===== src/rtl/hazard_pkg.sv =====
// Shared encodings for the pipeline hazard unit: forward-select codes and
// divider stall FSM states.
package hazard_pkg;

    localparam logic [1:0] FWD_RF = 2'b00;
    localparam logic [1:0] FWD_W  = 2'b01;
    localparam logic [1:0] FWD_M  = 2'b10;

    typedef enum logic [1:0] {
        IDLE = 2'd0,
        BUSY = 2'd1,
        DONE = 2'd2
    } div_state_t;

endpackage


===== src/rtl/div_stall_fsm.sv =====
// Multi-cycle divider stall sequencer. It holds the front of the pipe while the
// divider runs, then presents one DONE cycle (longer if memory is stalling).
//   state | meaning
//   IDLE  | no divide in flight
//   BUSY  | divider running, counter counts down to zero
//   DONE  | result valid, E latches it; held while memory stalls
module div_stall_fsm #(
    parameter int DIV_CYCLES = 32
) (
    input  logic clk,
    input  logic rst,
    input  logic start,
    input  logic abort,
    input  logic hold,
    output logic busy,
    output logic done,
    output logic stall_req
);
    import hazard_pkg::*;

    localparam int CNT_W = $clog2(DIV_CYCLES);
    localparam logic [CNT_W-1:0] CNT_LOAD = CNT_W'(DIV_CYCLES - 2);

    div_state_t       state_q, state_d;
    logic [CNT_W-1:0] cnt_q, cnt_d;

    always_ff @(posedge clk) begin
        if (rst) begin
            state_q <= IDLE;
            cnt_q   <= '0;
        end else begin
            state_q <= state_d;
            cnt_q   <= cnt_d;
        end
    end

    always_comb begin
        state_d = state_q;
        cnt_d   = cnt_q;
        case (state_q)
            IDLE: begin
                if (start && !abort) begin
                    state_d = BUSY;
                    cnt_d   = CNT_LOAD;
                end
            end
            BUSY: begin
                // an exception kills the divide; memory stalls do not pause it
                if (abort) begin
                    state_d = IDLE;
                end else if (cnt_q == '0) begin
                    state_d = DONE;
                end else begin
                    cnt_d = cnt_q - CNT_W'(1);
                end
            end
            DONE: begin
                if (abort || !hold) begin
                    state_d = IDLE;
                end
            end
            default: state_d = IDLE;
        endcase
    end

    assign busy      = (state_q != IDLE);
    assign done      = (state_q == DONE);
    assign stall_req = ((state_q == IDLE) && start) || (state_q == BUSY);

endmodule


===== src/rtl/hazard_ctrl.sv =====
// Hazard unit for the 5-stage pipeline: forwarding into D and E, load-use and
// branch stalls, divider/memory stalls and exception flushing.
module hazard_ctrl #(
    parameter int REG_AW     = 5,
    parameter int DIV_CYCLES = 32
) (
    input  logic              clk,
    input  logic              rst,
    input  logic              regwriteE,
    input  logic              regwriteM,
    input  logic              regwriteW,
    input  logic              memtoRegE,
    input  logic              memtoRegM,
    input  logic              branchD,
    input  logic [REG_AW-1:0] rsD,
    input  logic [REG_AW-1:0] rtD,
    input  logic [REG_AW-1:0] rsE,
    input  logic [REG_AW-1:0] rtE,
    input  logic [REG_AW-1:0] reg_waddrE,
    input  logic [REG_AW-1:0] reg_waddrM,
    input  logic [REG_AW-1:0] reg_waddrW,
    input  logic              errorM,
    input  logic              div_startE,
    input  logic              mem_stallM,
    output logic              stallF,
    output logic              stallD,
    output logic              stallE,
    output logic              stallM,
    output logic              flushD,
    output logic              flushE,
    output logic              flushM,
    output logic [1:0]        forwardAD,
    output logic [1:0]        forwardBD,
    output logic [1:0]        forwardAE,
    output logic [1:0]        forwardBE,
    output logic              div_busy,
    output logic              div_doneE
);
    import hazard_pkg::*;

    logic lwstall;
    logic brstall;
    logic divstall;

    // M is the younger result, so it wins when both M and W match
    function automatic logic [1:0] fwd_sel(
        input logic [REG_AW-1:0] src,
        input logic              wr_m,
        input logic [REG_AW-1:0] addr_m,
        input logic              wr_w,
        input logic [REG_AW-1:0] addr_w
    );
        logic [1:0] sel;
        sel = FWD_RF;
        if (src != '0) begin
            if (wr_m && (src == addr_m)) begin
                sel = FWD_M;
            end else if (wr_w && (src == addr_w)) begin
                sel = FWD_W;
            end
        end
        return sel;
    endfunction

    assign forwardAE = fwd_sel(rsE, regwriteM, reg_waddrM, regwriteW, reg_waddrW);
    assign forwardBE = fwd_sel(rtE, regwriteM, reg_waddrM, regwriteW, reg_waddrW);
    assign forwardAD = fwd_sel(rsD, regwriteM, reg_waddrM, regwriteW, reg_waddrW);
    assign forwardBD = fwd_sel(rtD, regwriteM, reg_waddrM, regwriteW, reg_waddrW);

    assign lwstall = memtoRegE && (rtE != '0) && ((rsD == rtE) || (rtD == rtE));

    assign brstall = branchD &&
        ((regwriteE && (reg_waddrE != '0) && ((rsD == reg_waddrE) || (rtD == reg_waddrE))) ||
         (memtoRegM && (reg_waddrM != '0) && ((rsD == reg_waddrM) || (rtD == reg_waddrM))));

    div_stall_fsm #(
        .DIV_CYCLES (DIV_CYCLES)
    ) u_div_fsm (
        .clk       (clk),
        .rst       (rst),
        .start     (div_startE),
        .abort     (errorM),
        .hold      (mem_stallM),
        .busy      (div_busy),
        .done      (div_doneE),
        .stall_req (divstall)
    );

    always_comb begin
        stallF = 1'b0;
        stallD = 1'b0;
        stallE = 1'b0;
        stallM = 1'b0;
        flushD = 1'b0;
        flushE = 1'b0;
        flushM = 1'b0;
        if (errorM) begin
            flushD = 1'b1;
            flushE = 1'b1;
            flushM = 1'b1;
        end else if (mem_stallM) begin
            stallF = 1'b1;
            stallD = 1'b1;
            stallE = 1'b1;
            stallM = 1'b1;
        end else if (divstall) begin
            // M drains while the divide occupies E, so it must see bubbles
            stallF = 1'b1;
            stallD = 1'b1;
            stallE = 1'b1;
            flushM = 1'b1;
        end else if (lwstall || brstall) begin
            stallF = 1'b1;
            stallD = 1'b1;
            flushE = 1'b1;
        end
    end

endmodule


===== config.mk =====
export PLATFORM = sky130hd
export DESIGN_NAME = hazard_ctrl
export DESIGN_NICKNAME = d
export VERILOG_FILES = /design/src/rtl/hazard_pkg.sv /design/src/rtl/div_stall_fsm.sv /design/src/rtl/hazard_ctrl.sv
export SDC_FILE = /design/constraint.sdc
export NUM_CORES = 1
export LEC_CHECK = 0
export CORE_AREA = 3 3 59 61
export DETAILED_ROUTE_END_ITERATION = 8
export DIE_AREA = 0 0 62 64
export PLACE_DENSITY = 0.84
export SLEW_MARGIN = 10
export SYNTH_ARGS = -nofsm -noshare
export SYNTH_HDL_FRONTEND = slang
export SYNTH_SLANG_ARGS = --single-unit

===== constraint.sdc =====
create_clock -name clk -period 4 [get_ports clk]
set_input_delay 0.8 -clock clk [delete_from_list [all_inputs] [get_ports clk]]
set_output_delay 0.8 -clock clk [all_outputs]
set_load 0.005 [all_outputs]

==> results of run 1 <==
area by class of cell:
type | instances | share of cell area, %
clock buffer | 4 | 1.363
tap | 44 | 2.855
inverter | 4 | 0.7787
sequential | 7 | 7.268
multi-input combinational | 146 | 55.42
timing repair buffer | 62 | 32.32
power by group:
group / switching, mW / leakage [nW] / total (mW) / internal (mW)
sequential: 0.00499 / 0.0575 / 0.0796 / 0.0746
clock: 0.0261 / 0.0150 / 0.0642 / 0.0381
combinational: 0.0781 / 0.584 / 0.179 / 0.100
total: 0.109 / 0.656 / 0.322 / 0.213
placed cells by master (no fill, tap or decap):
cell / n
o21ai_0: 1
o2111ai_1: 2
a211oi_1: 1
nand2_1: 8
or4_1: 6
nor3b_2: 1
nor4b_1: 2
nand3b_1: 1
inv_1: 4
clkbuf_4: 3
nor4_1: 4
nand4_1: 3
xnor2_1: 37
o21bai_1: 1
clkdlybuf4s50_1: 61
nand3_1: 9
ha_1: 2
xor2_1: 25
clkbuf_1: 1
and4b_2: 1
nor3_1: 8
nor2_1: 11
or2_2: 1
and3_1: 1
or4b_1: 1
mux2_2: 1
a41oi_1: 2
a21boi_0: 1
nor2b_1: 3
o221ai_2: 1
and2b_2: 1
nor3_2: 2
dfxtp_1: 7
o22ai_1: 1
a21oi_1: 7
or3_1: 1
dlymetal6s2s_1: 1
kinds of logic after synthesis:
kind of cell               Yosys count  synth area share (%)
AOI/OAI and AO/OA                   17                 8.896
xor gates and xnor gates            62                 40.64
adders and majority gates            2                 1.872
buffers and inverters               27                 9.550
DFF                                  7                 10.49
muxes                                1                0.8426
and+or+nand+nor                     64                 27.72
stage by stage:
| stage | area (µm²) | cells | power, mW | utilization, % |
|---|---|---|---|---|
| 3_3_place_gp | 1899 | 263 | 0.2565 | 62.73 |
| 4_1_cts | 1926 | 267 | 0.3254 | 63.60 |
| 5_1_grt | 1928 | 267 | 0.3478 | 63.68 |
| 2_1_floorplan | 1336 | 180 | 0.1834 | - |
| 6_report | 1928 | 267 | 0.3224 | 63.68 |
| 3_5_place_dp | 1899 | 263 | 0.2587 | 62.73 |
sequential cells by signal, summed over array words and instances (netlist names):
name,count
u_div_fsm.state_q,2
u_div_fsm.cnt_q,5
synthesized netlist by cell type (2+ instances only):
| master | instances |
|---|---|
| a21oi_1 | 7 |
| a41oi_1 | 2 |
| buf_2 | 14 |
| buf_4 | 2 |
| clkbuf_1 | 6 |
| dfxtp_1 | 7 |
| ha_1 | 2 |
| inv_1 | 4 |
| nand2_1 | 8 |
| nand3_1 | 9 |
| nand4_1 | 3 |
| nor2_1 | 11 |
| nor2b_1 | 3 |
| nor3_1 | 8 |
| nor3_2 | 2 |
| nor4_1 | 4 |
| nor4b_1 | 2 |
| o2111ai_1 | 2 |
| or4_1 | 6 |
| xnor2_1 | 37 |
| xor2_1 | 25 |
path summary, 6_finish.rpt:
check        slack (ns)  cells after the start                               to
max                0.12                      7                           stallF
min                0.51                      2  u_div_fsm.cnt_q[1]$_SDFFE_PP0P_
max reg2reg        2.37                      7  u_div_fsm.cnt_q[4]$_SDFFE_PP0P_
min reg2reg        0.51                      2  u_div_fsm.cnt_q[1]$_SDFFE_PP0P_
routing by layer:
metal / share of wire, % / global-route usage (%)
met1: 47 / 29.72
met2: 46 / 30.31
met3: 7.5 / 3.232
met4: 0.32 / 3.183
met5: 0 / 0
worst min-delay path, delay by kind of cell, from the launching register on:
family           cells  cell delay (ns)
AND/OR/NAND/NOR      2             0.15
flip-flops           1             0.32
==> results by group, run 1 <==
Setup path
  • WP buf/inv: 2
  • Worst EP arrival: 3.08 ns
  • CP Max Fanout: 5
  • Critical path startpoint category: input port
  • Crit. End Element: output pin
  • Worst path max stage delay: between 0.6 and 0.7 ns
  • CP dominant cell by count: clkdlybuf4s50_1
  • Crit-path slowest cell: clkdlybuf4s50_1
  • Crit path max-delay family: buffers and inverters
  • R2r startpoint: u_div_fsm.cnt_q[0]$_SDFFE_PP0P_
  • Critical Path Start: reg_waddrM[4]
  • Worst setup path class: input port to output pin
  • Worst path cell trace: clkdlybuf4s50_1 > xnor2_1 > nand3_1 > nor3_2 > o2111ai_1 > a41oi_1 > clkdlybuf4s50_1
  • Crit path required time: 3.20 ns

CTS
  • Setup Buffers After CTS: 0
  • Worst skew pair latency: 0.25 ns
  • H-tree levels: 1
  • CTS resizes: 0
  • Clk slew on worst S/H paths: 0.05 ns
  • Clock Tree Root: clkbuf_4
  • CTS Sinks: 7
  • Hold buffers post-CTS: 0
  • CTS tree: built
  • Total CTS buffers: 3
  • Clk buf depth: 2

Hold path
  • Min-delay worst type: register to register
  • Hold path start: u_div_fsm.cnt_q[1]$_SDFFE_PP0P_

Detailed routing
  • Iter 0 DRT Violations: 49
  • DR vias: 1383
  • Drt wl/cell: around 14 µm
  • Final antenna-violating net count: 0
  • DRC: 0
  • Pre-antenna DRT Iters: 4
  • Vias per cell: around 5.2
  • Post-Route WL: 3768 µm

STA
  • Max Clock Skew: 0.0009685 ns
  • Setup TNS: 0 ns
  • FMAX: 0.2576 GHz
  • Hold Fails Final Rpt: 0
  • Period minus WS final: 3.883 ns
  • Hold slack: slightly above 0.5 ns
  • Slew HR: 70.95%
  • Slew @ Worst Pin: 0.4298 ns
  • Final worst slack: 0.1175 ns
  • Finish-stage setup viols: 0
  • RSZ-0062 raised after global routing: no
  • Slew Viols, Final: 0
  • Period utilization: 97.06%

Global route
  • GRT Util Overall: 20.02%
  • Initial antenna violation count: 0
  • Vias in the first global route: between 1000 and 1500
  • Global route overflow: 0
  • Pin count of the biggest net entering global routing: 9
  • First-pass GRT wire length: 6168 µm

Finish
  • Multi-input gate area: around 1100 µm²
  • Layout cells sized above 1: about 5%
  • Final nets: 272
  • Reg area: between 100 and 150 µm²
  • # diodes: 0
  • Filler cells: between 200 and 300
  • P&R area growth vs syn: 44.29%

Placed design
  • I/O Buffers: 62
  • Final RePlAce weighted congestion: 0.9148
  • DP Wirelength: 3074 µm
  • Pre-CTS WS: 0.1515 ns

Yosys
  • Area contributors post-synth: xnor2_1, xor2_1, dfxtp_1
  • Synthesized area: 1336 µm²
  • FFs w/ async S/R, synth: 0%
  • Synth warnings: 0
  • Post-synthesis cell count: 180
  • Syn_nets: 228
  • Post-synthesis sequential area ratio: 10.49%
  • Cell variety after synth: 37
  • Synth Flop Type: dfxtp_1
  • Synth area leader: xnor2_1
  • Syn Area/Cell: ~7.4 µm²
  • Yosys reg bits: 7
  • Synth top area share: 24.25%
  • Number of synthesized flops with an enable pin: 0

Power
  • Pleak: between 0.6 and 0.7 nW
  • Peak VDD IR: around 0.20 mV
  • Pwr per Cell Area: 167.2 nW/µm²

Floorplanning
  • Die Footprint: around 4000 µm²
  • Die Y: 64 µm
  • Starting Density: 44.13%
  • Core box area: 3028 µm²
  • Die W: 62 µm
  • Top Ports: 63
  • Row cnt: 20

Flow run
  • Number of max-cap violations: 0

Run status
  • Status: finished clean
Note: power is estimated with default switching activity, not from simulation.
==> run 2: changes to the inputs <==
Settings changed: CAP_MARGIN set to 20.
==> results of run 2 <==
No change in the layout: final DEF, timing and power equal those of run 1.
